## src/rtl/lsu_pkg.sv

```systemverilog
// Shared encodings for the load/store unit: FSM states, decoder codes and
// the access legality check used when a request is accepted.
package lsu_pkg;

  typedef enum logic [1:0] {
    IDLE    = 2'd0,
    RD_WAIT = 2'd1,
    WR_WAIT = 2'd2,
    RESP    = 2'd3
  } lsu_state_t;

  localparam logic [1:0] STORE_W = 2'b00;
  localparam logic [1:0] STORE_H = 2'b01;
  localparam logic [1:0] STORE_B = 2'b10;

  localparam logic [2:0] LOAD_LB  = 3'b000;
  localparam logic [2:0] LOAD_LH  = 3'b001;
  localparam logic [2:0] LOAD_LW  = 3'b010;
  localparam logic [2:0] LOAD_LBU = 3'b011;
  localparam logic [2:0] LOAD_LHU = 3'b100;

  // High when the access must complete with err and never touch memory:
  // illegal width code or an address not aligned to the access width.
  function automatic logic lsu_bad_access(input logic       mem_write,
                                          input logic [1:0] store,
                                          input logic [2:0] load,
                                          input logic [1:0] off);
    logic bad;
    bad = 1'b0;
    if (mem_write) begin
      case (store)
        STORE_W: bad = (off != 2'b00);
        STORE_H: bad = off[0];
        STORE_B: bad = 1'b0;
        default: bad = 1'b1;
      endcase
    end else begin
      case (load)
        LOAD_LB, LOAD_LBU: bad = 1'b0;
        LOAD_LH, LOAD_LHU: bad = off[0];
        LOAD_LW:           bad = (off != 2'b00);
        default:           bad = 1'b1;
      endcase
    end
    return bad;
  endfunction

endpackage

```

## src/rtl/lsu_lane_align.sv

```systemverilog
// Lane selection for sub-word accesses: extracts and extends the addressed
// byte/half of a read word, and merges store data into a read word.
module lsu_lane_align
  import lsu_pkg::*;
(
  input  logic [2:0]  load,
  input  logic [1:0]  store,
  input  logic [1:0]  byte_off,
  input  logic [31:0] rd_word,
  input  logic [31:0] wdata,
  output logic [31:0] load_data,
  output logic [31:0] store_word
);

  logic [7:0]  lane_byte;
  logic [15:0] lane_half;

  // Load path: pick the lane addressed by byte_off, then sign/zero extend.
  always_comb begin
    lane_byte = rd_word[{byte_off, 3'b000} +: 8];
    lane_half = byte_off[1] ? rd_word[31:16] : rd_word[15:0];
    case (load)
      LOAD_LB:  load_data = {{24{lane_byte[7]}}, lane_byte};
      LOAD_LH:  load_data = {{16{lane_half[15]}}, lane_half};
      LOAD_LW:  load_data = rd_word;
      LOAD_LBU: load_data = {24'h000000, lane_byte};
      LOAD_LHU: load_data = {16'h0000, lane_half};
      default:  load_data = '0;
    endcase
  end

  // Store path: replace the addressed lane of the read word with wdata LSBs.
  always_comb begin
    store_word = rd_word;
    case (store)
      STORE_B: store_word[{byte_off, 3'b000} +: 8] = wdata[7:0];
      STORE_H: begin
        if (byte_off[1]) store_word[31:16] = wdata[15:0];
        else             store_word[15:0]  = wdata[15:0];
      end
      default: store_word = wdata;
    endcase
  end

endmodule

```

## src/rtl/load_store_unit.sv

```systemverilog
// Multi-cycle data-memory access engine. Runs loads and stores against a
// word-wide req/ack memory port; sub-word stores use read-modify-write.
module load_store_unit
  import lsu_pkg::*;
#(
  parameter int unsigned TIMEOUT_CYC = 255
) (
  input  logic        clk,
  input  logic        rst_n,
  input  logic        start,
  input  logic        mem_write,
  input  logic [1:0]  store,
  input  logic [2:0]  load,
  input  logic [31:0] addr,
  input  logic [31:0] wdata,
  output logic        busy,
  output logic        done,
  output logic        err,
  output logic [31:0] rdata,
  output logic        dmem_req,
  output logic        dmem_we,
  output logic [31:0] dmem_addr,
  output logic [31:0] dmem_wdata,
  input  logic [31:0] dmem_rdata,
  input  logic        dmem_ack
);

  localparam int unsigned CW = (TIMEOUT_CYC > 1) ? $clog2(TIMEOUT_CYC + 1) : 1;

  lsu_state_t  state;
  logic        op_we;
  logic [1:0]  op_store;
  logic [2:0]  op_load;
  logic [1:0]  op_off;
  logic [31:0] op_wdata;
  logic        err_flag;
  logic [31:0] ld_data;
  logic [CW-1:0] tmo_cnt;
  logic        timeout_hit;
  logic [31:0] lane_load;
  logic [31:0] lane_store;

  assign timeout_hit = (TIMEOUT_CYC != 0) && ((32'(tmo_cnt) + 32'd1) == TIMEOUT_CYC);

  lsu_lane_align u_align (
    .load       (op_load),
    .store      (op_store),
    .byte_off   (op_off),
    .rd_word    (dmem_rdata),
    .wdata      (op_wdata),
    .load_data  (lane_load),
    .store_word (lane_store)
  );

  // Access sequencer: accept, memory handshake(s), timeout, completion pulse.
  always_ff @(posedge clk or negedge rst_n) begin
    if (!rst_n) begin
      state      <= IDLE;
      busy       <= 1'b0;
      done       <= 1'b0;
      err        <= 1'b0;
      rdata      <= '0;
      dmem_req   <= 1'b0;
      dmem_we    <= 1'b0;
      dmem_addr  <= '0;
      dmem_wdata <= '0;
      op_we      <= 1'b0;
      op_store   <= '0;
      op_load    <= '0;
      op_off     <= '0;
      op_wdata   <= '0;
      err_flag   <= 1'b0;
      ld_data    <= '0;
      tmo_cnt    <= '0;
    end else begin
      done <= 1'b0;
      err  <= 1'b0;
      case (state)
        IDLE: begin
          // done high means the previous access completes this cycle
          if (start && !done) begin
            op_we     <= mem_write;
            op_store  <= store;
            op_load   <= load;
            op_off    <= addr[1:0];
            op_wdata  <= wdata;
            busy      <= 1'b1;
            dmem_addr <= {addr[31:2], 2'b00};
            tmo_cnt   <= '0;
            if (lsu_bad_access(mem_write, store, load, addr[1:0])) begin
              err_flag <= 1'b1;
              state    <= RESP;
            end else if (!mem_write || store != STORE_W) begin
              err_flag <= 1'b0;
              dmem_req <= 1'b1;
              dmem_we  <= 1'b0;
              state    <= RD_WAIT;
            end else begin
              err_flag   <= 1'b0;
              dmem_req   <= 1'b1;
              dmem_we    <= 1'b1;
              dmem_wdata <= wdata;
              state      <= WR_WAIT;
            end
          end
        end
        RD_WAIT: begin
          if (dmem_req && dmem_ack) begin
            // Sub-word store: req stays low for one cycle, WR_WAIT re-raises it
            dmem_req <= 1'b0;
            if (op_we) begin
              dmem_wdata <= lane_store;
              dmem_we    <= 1'b1;
              state      <= WR_WAIT;
            end else begin
              ld_data <= lane_load;
              state   <= RESP;
            end
          end else if (timeout_hit) begin
            dmem_req <= 1'b0;
            err_flag <= 1'b1;
            state    <= RESP;
          end else begin
            tmo_cnt <= tmo_cnt + CW'(1);
          end
        end
        WR_WAIT: begin
          if (!dmem_req) begin
            dmem_req <= 1'b1;
            tmo_cnt  <= '0;
          end else if (dmem_ack) begin
            dmem_req <= 1'b0;
            dmem_we  <= 1'b0;
            state    <= RESP;
          end else if (timeout_hit) begin
            dmem_req <= 1'b0;
            dmem_we  <= 1'b0;
            err_flag <= 1'b1;
            state    <= RESP;
          end else begin
            tmo_cnt <= tmo_cnt + CW'(1);
          end
        end
        RESP: begin
          done <= 1'b1;
          busy <= 1'b0;
          err  <= err_flag;
          if (!op_we && !err_flag) rdata <= ld_data;
          state <= IDLE;
        end
        default: state <= IDLE;
      endcase
    end
  end

endmodule

```

## config.mk

```make
export PLATFORM = sky130hd
export DESIGN_NAME = load_store_unit
export DESIGN_NICKNAME = d
export VERILOG_FILES = /design/src/rtl/lsu_pkg.sv /design/src/rtl/lsu_lane_align.sv /design/src/rtl/load_store_unit.sv
export SDC_FILE = /design/constraint.sdc
export NUM_CORES = 1
export LEC_CHECK = 0
export CORE_ASPECT_RATIO = 0.75
export CORE_UTILIZATION = 45
export DETAILED_ROUTE_END_ITERATION = 7
export PLACE_DENSITY = 0.77
export SLEW_MARGIN = 20
export SYNTH_ARGS = -nofsm -noshare
export SYNTH_HDL_FRONTEND = slang
export SYNTH_SLANG_ARGS = --single-unit
```

## constraint.sdc

```tcl
create_clock -name clk -period 2.3 [get_ports clk]
set_input_delay 0.23 -clock clk [delete_from_list [all_inputs] [get_ports clk]]
set_output_delay 0.23 -clock clk [all_outputs]
set_load 0.1 [all_outputs]
```

==> results by group <==
Outcome
  – Outcome: finished clean

Layout
  – Commonest cells after routing, fill and taps aside: dfrtp_1, buf_4, mux2_2, clkdlybuf4s50_1, o21ai_0
  – Share of layout cells above drive strength 1: 30.6%
  – Non-Filler Instances: 1323
  – Nets: 1177
  – Finished Cell Area: ~12000 sq um
  – Most common cell after layout, fill and taps aside: dfrtp_1
  – N_diodes: 0
  – Area delta synth->final: 34.9%

Worst setup path
  – Flop2flop setup slack: 0.03 ns
  – WP data required: about 2.6 ns
  – Crit-path max FO: 5
  – FF-to-FF End: dmem_we
  – CP peak stage delay: roughly 0.42 ns
  – Crit. End Element: register
  – Worst r2r path cells: 7
  – Arrival time at the worst endpoint: 2.57 ns
  – CP startpoint kind: register
  – Max stage delay cell, worst path: dfrtp_1
  – RR Startpoint: tmo_cnt[1]
  – Crit Path Class: register to register
  – CP Cell Sequence: ha_2 -> nand3_4 -> or3_4 -> a2111oi_4 -> nor2_2 -> a211oi_2 -> mux2_4

Synthesis
  – Top post-synthesis cells by area: dfrtp_1, mux2_2, o21ai_0
  – Syn Area/Cell: 10.8 sq um
  – Yosys top cell by area: dfrtp_1
  – Seq/Total Area, Yosys: between 50% and 60%
  – Mapped cell area: 8980 sq um
  – YS warnings: 0
  – Synth Flop Type: dfrtp_1
  – Post-synthesis instance total: 831
  – Flop and latch count out of synthesis: 182
  – Yosys cell types: 54
  – Ys async rst share: between 90% and 100%
  – Share of the synthesized area in the top cell type: 50.7%
  – EDFF count, synth: 0

Global routing
  – Pin count of the biggest net entering global routing: ~70
  – Initial antenna violation count: 0
  – Vias in the first global route: 7469
  – First-pass GRT wire length: a little over 40 mm
  – Gr ovfl total: 0
  – GRT Util Overall: about a quarter

Drt
  – Initial DRC count: a little under 1000
  – Via density per instance: slightly below 6
  – DRT Pass-1 Iters: 7
  – Detailed Route WL: approximately 26 mm
  – Drt wl/cell: 19.5 microns
  – Total number of vias: 7670
  – DRC Markers: 0
  – Post-route ant nets: 0

Flow run
  – Number of max-cap violations: 0

Die
  – Row count: 44
  – I/O pin count: 207
  – Die Y: 124 microns
  – Starting Density: 46.2%
  – Die area: approximately 21000 sq um
  – Die Width: between 150 and 200 microns
  – Core Region: 19400 sq um

Timing
  – Final Critical Period: 2.27 ns
  – Fin. Hold Viols: 0
  – Worst-Margin Slew: around 0.98 ns
  – Max Clock Skew: 0.0118 ns
  – Final setup fails: 0
  – Achievable Freq: 441 MHz
  – Final Max Slew Viols: 0
  – Period utilization: 98.6%
  – RSZ-0062 raised after global routing: yes
  – Hold WS: 0.326 ns
  – Setup_tns: 0 ns
  – Max-Slew Margin vs Limit: about a third

Placement
  – Dpl cell area: 11400 sq um
  – Post-Place Cells: 1286
  – Hpwl dp: 18.9 mm
  – Port Buf Inserts: 204
  – Final GP Congestion: 0.989

Clock tree
  – H-tree depth: 4
  – Cts bufs inserted: 17
  – CTS tree: built
  – Worst-skew pair later-pin latency: 0.43 ns
  – Clock buffer depth: 2
  – # clock sinks: 182
  – Clock root buffer: clkbuf_16
  – Clk slew on worst S/H paths: 0.07 ns

Worst hold path
  – Hold Path Class: input port to async pin
logic make-up (layout without fill, tap and decap cells):
kind of cell	count (synthesis)	after routing	synth area share, %
other	1	2	0.0418
DFF	182	182	50.7
adders and majority gates	14	14	1.95
AOI/OAI and AO/OA	264	264	20.6
muxes	113	113	14.1
xor gates and xnor gates	4	4	0.390
and+or+nand+nor	148	148	7.64
buffers and inverters	105	343	4.54
stage by stage:
stage / utilization [%] / setup slack, ns
4_1_cts: 61.9 / 0.0139
3_5_place_dp: 58.5 / -0.0410
5_1_grt: 62.3 / -0.0662
6_report: 62.3 / 0.0318
2_1_floorplan: - / 0.00258
3_3_place_gp: 58.5 / 0.0106
registers in the layout (all words and copies together) (netlist names):
| name | flops |
|---|---|
| dmem_wdata | 32 |
| err_flag | 1 |
| dmem_req | 1 |
| dmem_we | 1 |
| op_off | 2 |
| op_we | 1 |
| busy | 1 |
| tmo_cnt | 8 |
| done | 1 |
| rdata | 32 |
| state | 2 |
| ld_data | 32 |
| dmem_addr | 30 |
| op_load | 3 |
| err | 1 |
| op_store | 2 |
| op_wdata | 32 |
metal layers:
layer | track usage [%] | wire (microns) | vias up | share of wire, %
li1 | - | - | 3525 | -
met1 | 39.3 | 11700 | 3761 | 45
met2 | 36.7 | 11500 | 347 | 44
met3 | 6.63 | 2310 | 37 | 8.9
met4 | 5.72 | 337 | 0 | 1.3
met5 | 0 | 0 | - | 0
cells in the mapped netlist, types with 17 or more instances:
library cell / instances
inv_1: 47
a221oi_1: 24
o21a_1: 19
nand3_1: 17
o21ai_0: 92
nor2_1: 24
mux2_2: 110
clkbuf_1: 36
dfrtp_1: 182
o221ai_1: 17
nand2_1: 73
worst max path at each step:
| stage | startpoint | to | slack (ns) |
|---|---|---|---|
| 2_1_floorplan | tmo_cnt[0] | dmem_we | 0.003 |
| 3_3_place_gp | op_off[1] | dmem_wdata[23] | 0.01 |
| 3_5_place_dp | op_off[0] | dmem_wdata[30] | -0.04 |
| 4_1_cts | tmo_cnt[1] | dmem_we | 0.01 |
| 5_1_grt | tmo_cnt[1] | dmem_we | -0.07 |
| 6_report | tmo_cnt[1] | dmem_we | 0.03 |
what timing repair did:
item	CTS	global route
endpoints found under the hold margin	47	0
setup endpoints to repair	24	63
buffers inserted	0	4
gates resized for setup	7	12
hold buffers	1	0
pin swaps	0	6
area by class of cell:
type	count	area, sq um
clock buffers	19	453
clock inverters	13	163
fillers	1567	7320
inverters	47	176
multi-input cells	545	4120
flip-flops and latches	182	4560
well taps	253	317
repair buffers	264	2330
critical path: cells and delay by family (launching register included):
family | cells | cell delay, ns
flops | 1 | 0.42
simple gates | 3 | 0.55
compound gates | 2 | 0.61
fa+ha+maj | 1 | 0.24
mux | 1 | 0.32
Power is not shown: default switching activity piles up to over one toggle a cycle in this logic, so the estimate is an artifact.
